File: config.mk
export PLATFORM = sky130hd
export DESIGN_NAME = fifo_rx_port_flat
export DESIGN_NICKNAME = d
export VERILOG_FILES = /design/src/rtl/noc_pkg.sv /design/src/rtl/fifo_rx_port_if.sv /design/src/rtl/rts_cts_rx_ctrl.sv /design/src/rtl/fifo_rx_port.sv /design/src/flat_wrapper.sv
export SDC_FILE = /design/constraint.sdc
export NUM_CORES = 1
export LEC_CHECK = 0
export ABC_CLOCK_PERIOD_IN_PS = 2200
export CAP_MARGIN = 5
export CORE_ASPECT_RATIO = 0.5
export CORE_MARGIN = 1.5
export CORE_UTILIZATION = 45
export CTS_BUF_LIST = sky130_fd_sc_hd__clkbuf_4
export DETAILED_ROUTE_END_ITERATION = 6
export PLACE_DENSITY = 0.69
export SLEW_MARGIN = 15
export SYNTH_ARGS = -nofsm -noshare
export SYNTH_HDL_FRONTEND = slang
export SYNTH_SLANG_ARGS = --single-unit
File: constraint.sdc
create_clock -name clk -period 2.2 [get_ports clk]
set_input_delay 0.44 -clock clk [delete_from_list [all_inputs] [get_ports clk]]
set_output_delay 0.44 -clock clk [all_outputs]
set_load 0.03 [all_outputs]
File: src/rtl/noc_pkg.sv
// Shared router definitions: default flit geometry, handshake state encoding
// and the arbiter's one-hot port-grant constants.
package noc_pkg;

  localparam int unsigned NOC_DATA_WIDTH = 32;
  localparam int unsigned NOC_DEPTH      = 4;

  typedef logic [NOC_DATA_WIDTH-1:0] flit_t;

  typedef enum logic {
    IDLE = 1'b0,
    ACK  = 1'b1
  } rx_hs_state_t;

  // One-hot grant encoding used by the output-port arbiter
  localparam logic [4:0] ARB_N = 5'b00001;
  localparam logic [4:0] ARB_E = 5'b00010;
  localparam logic [4:0] ARB_W = 5'b00100;
  localparam logic [4:0] ARB_S = 5'b01000;
  localparam logic [4:0] ARB_L = 5'b10000;

endpackage

File: src/rtl/fifo_rx_port_if.sv
// Signals of one router input port: the upstream RTS/DCTS link and the
// local head-of-queue read side.
interface fifo_rx_port_if #(
  parameter int unsigned DATA_WIDTH = noc_pkg::NOC_DATA_WIDTH,
  parameter int unsigned DEPTH      = noc_pkg::NOC_DEPTH
);
  localparam int unsigned CNT_W = $clog2(DEPTH) + 1;

  logic                  DRTS;
  logic [DATA_WIDTH-1:0] RX;
  logic                  CTS;
  logic                  read_en;
  logic [DATA_WIDTH-1:0] Data_out;
  logic                  empty;
  logic                  full;
  logic [CNT_W-1:0]      count;

  // Master drives the link and pops; slave is the receiving port
  modport master (
    output DRTS, RX, read_en,
    input  CTS, Data_out, empty, full, count
  );

  modport slave (
    input  DRTS, RX, read_en,
    output CTS, Data_out, empty, full, count
  );
endinterface

File: src/rtl/rts_cts_rx_ctrl.sv
// Two-state CTS responder: one CTS pulse per accepted RTS, and the write
// strobe for the flit handed over during that pulse.
module rts_cts_rx_ctrl
  import noc_pkg::*;
(
  input  logic clk,
  input  logic rst,
  input  logic i_drts,
  input  logic i_room,
  output logic o_cts,
  output logic o_wr_en_c
);

  rx_hs_state_t r_state;
  rx_hs_state_t w_next;

  always_ff @(posedge clk or negedge rst) begin
    if (!rst) r_state <= IDLE;
    else      r_state <= w_next;
  end

  // ACK lasts exactly one cycle, so CTS can never stay high
  always_comb begin
    w_next    = IDLE;
    o_wr_en_c = 1'b0;
    case (r_state)
      IDLE: begin
        if (i_drts && i_room) w_next = ACK;
      end
      ACK: begin
        w_next    = IDLE;
        o_wr_en_c = i_drts;
      end
      default: w_next = IDLE;
    endcase
  end

  assign o_cts = (r_state == ACK);

endmodule

File: src/rtl/fifo_rx_port.sv
// Router input port: answers upstream RTS with a CTS pulse and buffers the
// received flits in a show-ahead circular FIFO.
module fifo_rx_port
  import noc_pkg::*;
#(
  parameter int unsigned DATA_WIDTH = NOC_DATA_WIDTH,
  parameter int unsigned DEPTH      = NOC_DEPTH
) (
  input  logic           clk,
  input  logic           rst,
  fifo_rx_port_if.slave  bus
);

  localparam int unsigned PTR_W = $clog2(DEPTH);
  localparam int unsigned CNT_W = PTR_W + 1;

  logic [DATA_WIDTH-1:0] r_mem [DEPTH];
  logic [PTR_W-1:0]      r_wr_ptr;
  logic [PTR_W-1:0]      r_rd_ptr;
  logic [CNT_W-1:0]      r_count;

  logic w_room;
  logic w_cts;
  logic w_wr;
  logic w_rd;

  assign w_room = (r_count < CNT_W'(DEPTH));
  assign w_rd   = bus.read_en && (r_count != '0);

  rts_cts_rx_ctrl u_ctrl (
    .clk       (clk),
    .rst       (rst),
    .i_drts    (bus.DRTS),
    .i_room    (w_room),
    .o_cts     (w_cts),
    .o_wr_en_c (w_wr)
  );

  // Storage is cleared on reset so the head reads zero while empty
  always_ff @(posedge clk or negedge rst) begin
    if (!rst) begin
      for (int unsigned i = 0; i < DEPTH; i++) r_mem[i] <= '0;
    end else if (w_wr) begin
      r_mem[r_wr_ptr] <= bus.RX;
    end
  end

  always_ff @(posedge clk or negedge rst) begin
    if (!rst) begin
      r_wr_ptr <= '0;
      r_rd_ptr <= '0;
    end else begin
      if (w_wr) r_wr_ptr <= r_wr_ptr + PTR_W'(1);
      if (w_rd) r_rd_ptr <= r_rd_ptr + PTR_W'(1);
    end
  end

  always_ff @(posedge clk or negedge rst) begin
    if (!rst) begin
      r_count <= '0;
    end else begin
      case ({w_wr, w_rd})
        2'b10:   if (r_count < CNT_W'(DEPTH)) r_count <= r_count + CNT_W'(1);
        2'b01:   if (r_count != '0)           r_count <= r_count - CNT_W'(1);
        default: r_count <= r_count;
      endcase
    end
  end

  assign bus.CTS      = w_cts;
  assign bus.Data_out = r_mem[r_rd_ptr];
  assign bus.empty    = (r_count == '0);
  assign bus.full     = (r_count == CNT_W'(DEPTH));
  assign bus.count    = r_count;

endmodule

File: src/flat_wrapper.sv
// flat-port wrapper written by rule: the top's interface ports become plain ports
module fifo_rx_port_flat import noc_pkg::*;
#(
  parameter int unsigned DATA_WIDTH = NOC_DATA_WIDTH,
  parameter int unsigned DEPTH      = NOC_DEPTH
)
  (clk, rst, bus_DRTS, bus_RX, bus_read_en, bus_CTS, bus_Data_out, bus_empty, bus_full, bus_count);
  fifo_rx_port_if #(.DATA_WIDTH(DATA_WIDTH), .DEPTH(DEPTH)) bus_i ();
  input  logic clk;
  input  logic rst;
  input wire logic [$bits(bus_i.DRTS)-1:0] bus_DRTS;
  input wire logic [$bits(bus_i.RX)-1:0] bus_RX;
  input wire logic [$bits(bus_i.read_en)-1:0] bus_read_en;
  output wire logic [$bits(bus_i.CTS)-1:0] bus_CTS;
  output wire logic [$bits(bus_i.Data_out)-1:0] bus_Data_out;
  output wire logic [$bits(bus_i.empty)-1:0] bus_empty;
  output wire logic [$bits(bus_i.full)-1:0] bus_full;
  output wire logic [$bits(bus_i.count)-1:0] bus_count;
  assign bus_i.DRTS = bus_DRTS;
  assign bus_i.RX = bus_RX;
  assign bus_i.read_en = bus_read_en;
  assign bus_CTS = bus_i.CTS;
  assign bus_Data_out = bus_i.Data_out;
  assign bus_empty = bus_i.empty;
  assign bus_full = bus_i.full;
  assign bus_count = bus_i.count;
  fifo_rx_port #(.DATA_WIDTH(DATA_WIDTH), .DEPTH(DEPTH)) u_core (.clk(clk), .rst(rst), .bus(bus_i));
endmodule
Word level (Yosys, flattened, before mapping)
Index checks and enable logic that the tools add are counted.
Word-level totals
  register bits after elaboration: 136
  word-level logic and storage cells: 43
  input bits: 36
Operators by class
  bitwise gates (word level): 3
  reduce and logical (&&, ||, !) cells: 7
  mux-type cells: 12
  add/sub/neg operators: 4
  order comparisons: 4
  equal/unequal tests: 5
Operator list (count)
  $bwmux W128: 1
  $mux W32: 3
  $bmux W32 S2: 1
  $demux W32 S2: 1
  $ge A3 B3 Y1 const B: 2
  $mux W3: 2
  $not A2 Y3: 2
  $pmux W3 S2: 1
  $add A2 B1 Y2 const B: 2
  $add A3 B1 Y3 const B: 1
  $eq A3 B3 Y1 const B: 1
  $logic_and A1 B1 Y1: 3
  $logic_not A3 Y1: 1
  $lt A3 B1 Y1 const B: 1
  $lt A3 B3 Y1 const B: 1
  $reduce_and A3 Y1: 1
  $reduce_bool A3 Y1: 1
  $sub A3 B1 Y3 const B: 1
  $eq A2 B1 Y1 const B: 1
  $eq A2 B2 Y1 const B: 1
  $mux W1: 2
  $ne A2 B1 Y1 const B: 1
  $ne A2 B2 Y1 const B: 1
  $pmux W1 S2: 1
  other kinds (2): 2

Longest topological paths before layout
  depth after elaboration: 6
  depth in mapped cells: 7
  gate-level depth less buffers: 6

Modules after synthesis
From an unflattened synthesis, not the netlist that was laid out.
Second synthesis, totals
  cell total of the unflattened synthesis: 367
  area total of the unflattened synthesis: 6025.8 µm²
By module, submodules not included
  fifo_rx_port: instances 1, area each 5984.5 µm², cells each 364, sequential area each 3378.2 µm²
  rts_cts_rx_ctrl: instances 1, area each 41.3 µm², cells each 3, sequential area each 25.0 µm²

Worst setup path before layout
No wires, ideal clock.
  path type: register to register
  start: register u_core.r_count[0] (netlist: u_core.bus.count[0])
  end: register u_core.r_count[1] (netlist: u_core.bus.count[1])
  path buffers: 1
  cell stages (with the launch flop): 8
  arrival: 2176 ps
  setup slack: -87 ps
  setup time: 111 ps
  cell sequence: dfrtp_1 clkbuf_1 or3_1 nand2_1 fa_1 a21boi_0 a31o_2 a222oi_1
On the way
  word-level cells in the longest chain between the ends: 5
  elaborated cells on any way between the ends: 14
  those cells by class: add/sub: 2; order compare: 1; eq/ne: 4; mux: 3; reduce/logical: 4
RTL lines
  start: declaration: line fifo_rx_port.sv:20  | logic [CNT_W-1:0] r_count;
  start signal: assignment: line fifo_rx_port.sv:63  | 2'b10: if (r_count < CNT_W'(DEPTH)) r_count <= r_count + CNT_W'(1);
  start signal: assignment: line fifo_rx_port.sv:64  | 2'b01: if (r_count != '0) r_count <= r_count - CNT_W'(1);
  start signal: assignment: line fifo_rx_port.sv:65  | default: r_count <= r_count;
  branches (longest 5 deep; another with $sub A3 B1 Y3)
Parallel ways; which one is timed is not known. The select of a mux whose other input is x is not followed.
A chain may end at the register's enable or synchronous reset.

Worst setup path in the final report
  start: register u_core.r_rd_ptr[0]
  end: output port bus_Data_out[21]
On the way
  word-level cells in the longest chain between the ends: 4
RTL lines
  start: declaration: line fifo_rx_port.sv:19  | logic [PTR_W-1:0] r_rd_ptr;
  start signal: assignment: line fifo_rx_port.sv:54  | if (w_rd) r_rd_ptr <= r_rd_ptr + PTR_W'(1);
  $not A2 Y3 (not written as such): line fifo_rx_port.sv:71  | assign bus.Data_out = r_mem[r_rd_ptr];
  $bmux W32 S2: line fifo_rx_port.sv:71
  $mux W32 (not written as such) (2 in a row): line fifo_rx_port.sv:71
  end: declaration: line flat_wrapper.sv:15  | output wire logic [$bits(bus_i.Data_out)-1:0] bus_Data_out;
Every way passes these cells. The select of a mux whose other input is x is not followed.

==> results.py <==
metrics = {
    "placement": {
        "gp_congestion": 0.776,
        "dp_worst_setup_slack_ns": -0.440,
        "io_buffer_count": 73,
        "hpwl_um": 8430,
    },
    "logic_synthesis": {
        "ys_types": 32,
        "synth_area_um2": 6050,
        "synth_top_family_by_area": "multiplexers",
        "synth_edf_count": 0,
        "synthArstFlopShare": 1.00,
        "synth_top_area_frac": 0.563,
        "yosysWarnings": 0,
        "ys_seq_area_frac": 0.563,
        "synth-xor-area-share": 0.00435,
        "netlist_instances": 367,
        "yosysMostFrequentCell": "dfrtp_1",
        "avgSynthCellArea_um2": 16.5,
        "syn-num-nets": 408,
        "yosysTopAreaCell": "dfrtp_1",
        "synth_flop_cell": "dfrtp_1",
        "synthMuxAreaShare": 0.359,
        "synth-compound-area-share": 0.0176,
        "synth.top_cells.by_area": "dfrtp_1, mux2_2, mux4_2",
        "synthAdderAreaFrac": 0.0116,
        "synth_simple_gate_area_share": 0.0184,
        "ys_ff_latch": 136,
        "synthTopCellsByCount": "dfrtp_1, mux2_2, mux4_2",
    },
    "sta": {
        "fmax_mhz": 409,
        "setup_viol_count_final": 32,
        "max_slew_margin": 0.619,
        "hold_viol_final": 0,
        "layout_setup_ws_ns": -0.243,
        "skew_ns": 0.0147,
        "tns_ns": -5.02,
        "fin_crit_sh": 1.11,
        "drv_slew": 0,
        "tightest_slew_ns": 0.571,
        "min_period_ns": 2.44,
        "rsz0062_at_grt": "yes",
    },
    "route": {
        "viasPerCell": 5.49,
        "vias": 3630,
        "drc": 0,
        "drt_pass1_iterations": 6,
        "wirelength_um": 12900,
        "antenna_left": 0,
        "dr.first_iter.drc_count": 238,
        "drt-wirelength-per-cell_um": 19.5,
    },
    "critical_path": {
        "reg2regPathDepth": 6,
        "worst_setup_path_end_kind": "output pin",
        "required_ns": 1.76,
        "cp.arrival_ns": 2.00,
        "critical_path_class": "reg2out",
        "cp-start-kind": "register",
        "worstPathMaxFanout": 8,
        "r2r_setup_slack_ns": 0.12,
    },
    "grt": {
        "antenna_found_initial": 0,
        "grt_pass1_wl_um": 21400,
        "grt_max_degree": 61,
        "grt_pass1_vias": 4097,
        "grt_usage": 0.199,
        "gr-total-overflow": 0,
    },
    "layout": {
        "multi_input_area_um2": 2510,
        "post_route_cells_drive_above_1_share": 0.568,
        "ff_latch_area_um2": 3410,
        "fillers": 948,
        "num_antenna_cells": 0,
        "area_growth_pct": 27.6,
        "fin_nets": 519,
    },
    "die": {
        "dieHeight_um": 85.0,
        "core_area_um2": 12900,
        "ios": 74,
        "die-area_um2": 14200,
        "die_w_um": 167,
        "rows": 29,
        "start_util": 0.469,
    },
    "run": {
        "maxCapViolations": 0,
    },
    "power": {
        "leakage_uw": 0.00350,
        "vdd_ir_drop_max_uv": 870,
        "power_uw": 12700,
        "p_per_area_nw_per_um2": 1650,
    },
    "cts": {
        "cts_buffers": 17,
        "cts_root_buffer": "clkbuf_4",
        "cts_buffer_depth": 2,
        "clkTransAtPathRegs_ns": 0.12,
        "cts.htree.levels": 4,
        "clkLatencyLatePin_ns": 0.52,
        "cts_tree": "built",
        "clock_sinks": 136,
    },
    "status": {
        "violations": "setup timing",
        "status": "complete, but fails checks",
    },
    "worst_hold_path": {
        "hold_path.class": "in2async",
    },
}
## registers in the layout, indices dropped and copies added, names as in the netlist
name,cells
u_core.r_wr_ptr,2
u_core.r_rd_ptr,2
u_core.r_mem,128
u_core.bus.count,3
u_core.u_ctrl.o_cts,1
## critical path, stage by stage, from the launching register on
cell     delay (ns)
dfrtp_2        0.40
buf_12         0.13
buf_12         0.12
buf_16         0.14
mux4_2         0.54
buf_6          0.16
## what timing repair did
action,CTS,global route
resized for setup,134,22
setup endpoints to repair,34,39
hold buffers,1,0
buffers inserted,14,4
pin swaps,0,3
gates cloned,1,0
endpoints found under the hold margin,57,0
## logic make-up after synthesis
kind of cell / count (synthesis)
AO/OA/AOI/OAI: 15
XOR/XNOR: 3
adder cells (fa/ha/maj): 5
buffers and inverters: 29
flip-flops: 136
multiplexers: 160
AND/OR/NAND/NOR: 19
## final timing paths
path,start,to
min reg2reg,u_core.r_mem[111],u_core.r_mem[111]
min in group clk,u_core.r_mem[111],u_core.r_mem[111]
max reg2reg,u_core.bus.count[0],u_core.bus.count[1]
max,u_core.r_rd_ptr[0],bus_Data_out[21]
min,rst,u_core.u_ctrl.o_cts
max in group asynchronous,rst,u_core.r_mem[118]
## area by class of cell
cell class              count  area share
inverters                   6     0.00292
flip-flops and latches    136       0.442
well taps                 170      0.0276
multi-input cells         202       0.326
repair buffers            115       0.165
clock buffers              18      0.0175
clock inverters            14      0.0196
## cells in the final DEF, fill, tap and decap left out, types with 4 or more instances in the layout
master           count
dlymetal6s2s_1       4
buf_4               23
dfrtp_1            133
clkdlybuf4s50_1     34
clkinv_4             4
inv_1                6
buf_12              11
mux2_2             125
clkbuf_4            18
o21ai_0              4
buf_6               38
clkinvlp_4           4
ha_1                 4
mux4_2              32
## where the power goes
group | switching, uW | total (uW) | leakage, uW | internal, uW
combinational | 3060 | 6750 | 0.00168 | 3690
sequential | 622 | 4330 | 0.00168 | 3710
clock | 948 | 1640 | 0.000143 | 693
total | 4630 | 12700 | 0.00350 | 8100
## through the flow
| step | instance area, um2 | hold WS [ns] | instances | utilization |
|---|---|---|---|---|
| 6_report | 7710 | 0.462 | 661 | 0.599 |
| 5_1_grt | 7710 | 0.486 | 661 | 0.599 |
| 4_1_cts | 7710 | 0.456 | 659 | 0.598 |
| 3_5_place_dp | 7120 | 0.460 | 611 | 0.553 |
| 3_3_place_gp | 7120 | 0.439 | 611 | 0.553 |
| 2_1_floorplan | 6060 | 0.144 | 367 | - |
## per-layer routing
metal | GRT usage | vias up | share of wire
met5 | 0 | - | 0
met4 | 0.0645 | 0 | 0.011
met3 | 0.0420 | 13 | 0.031
met2 | 0.342 | 78 | 0.52
met1 | 0.256 | 1942 | 0.44
li1 | - | 1597 | -
Power figures use the tool's default switching activity.
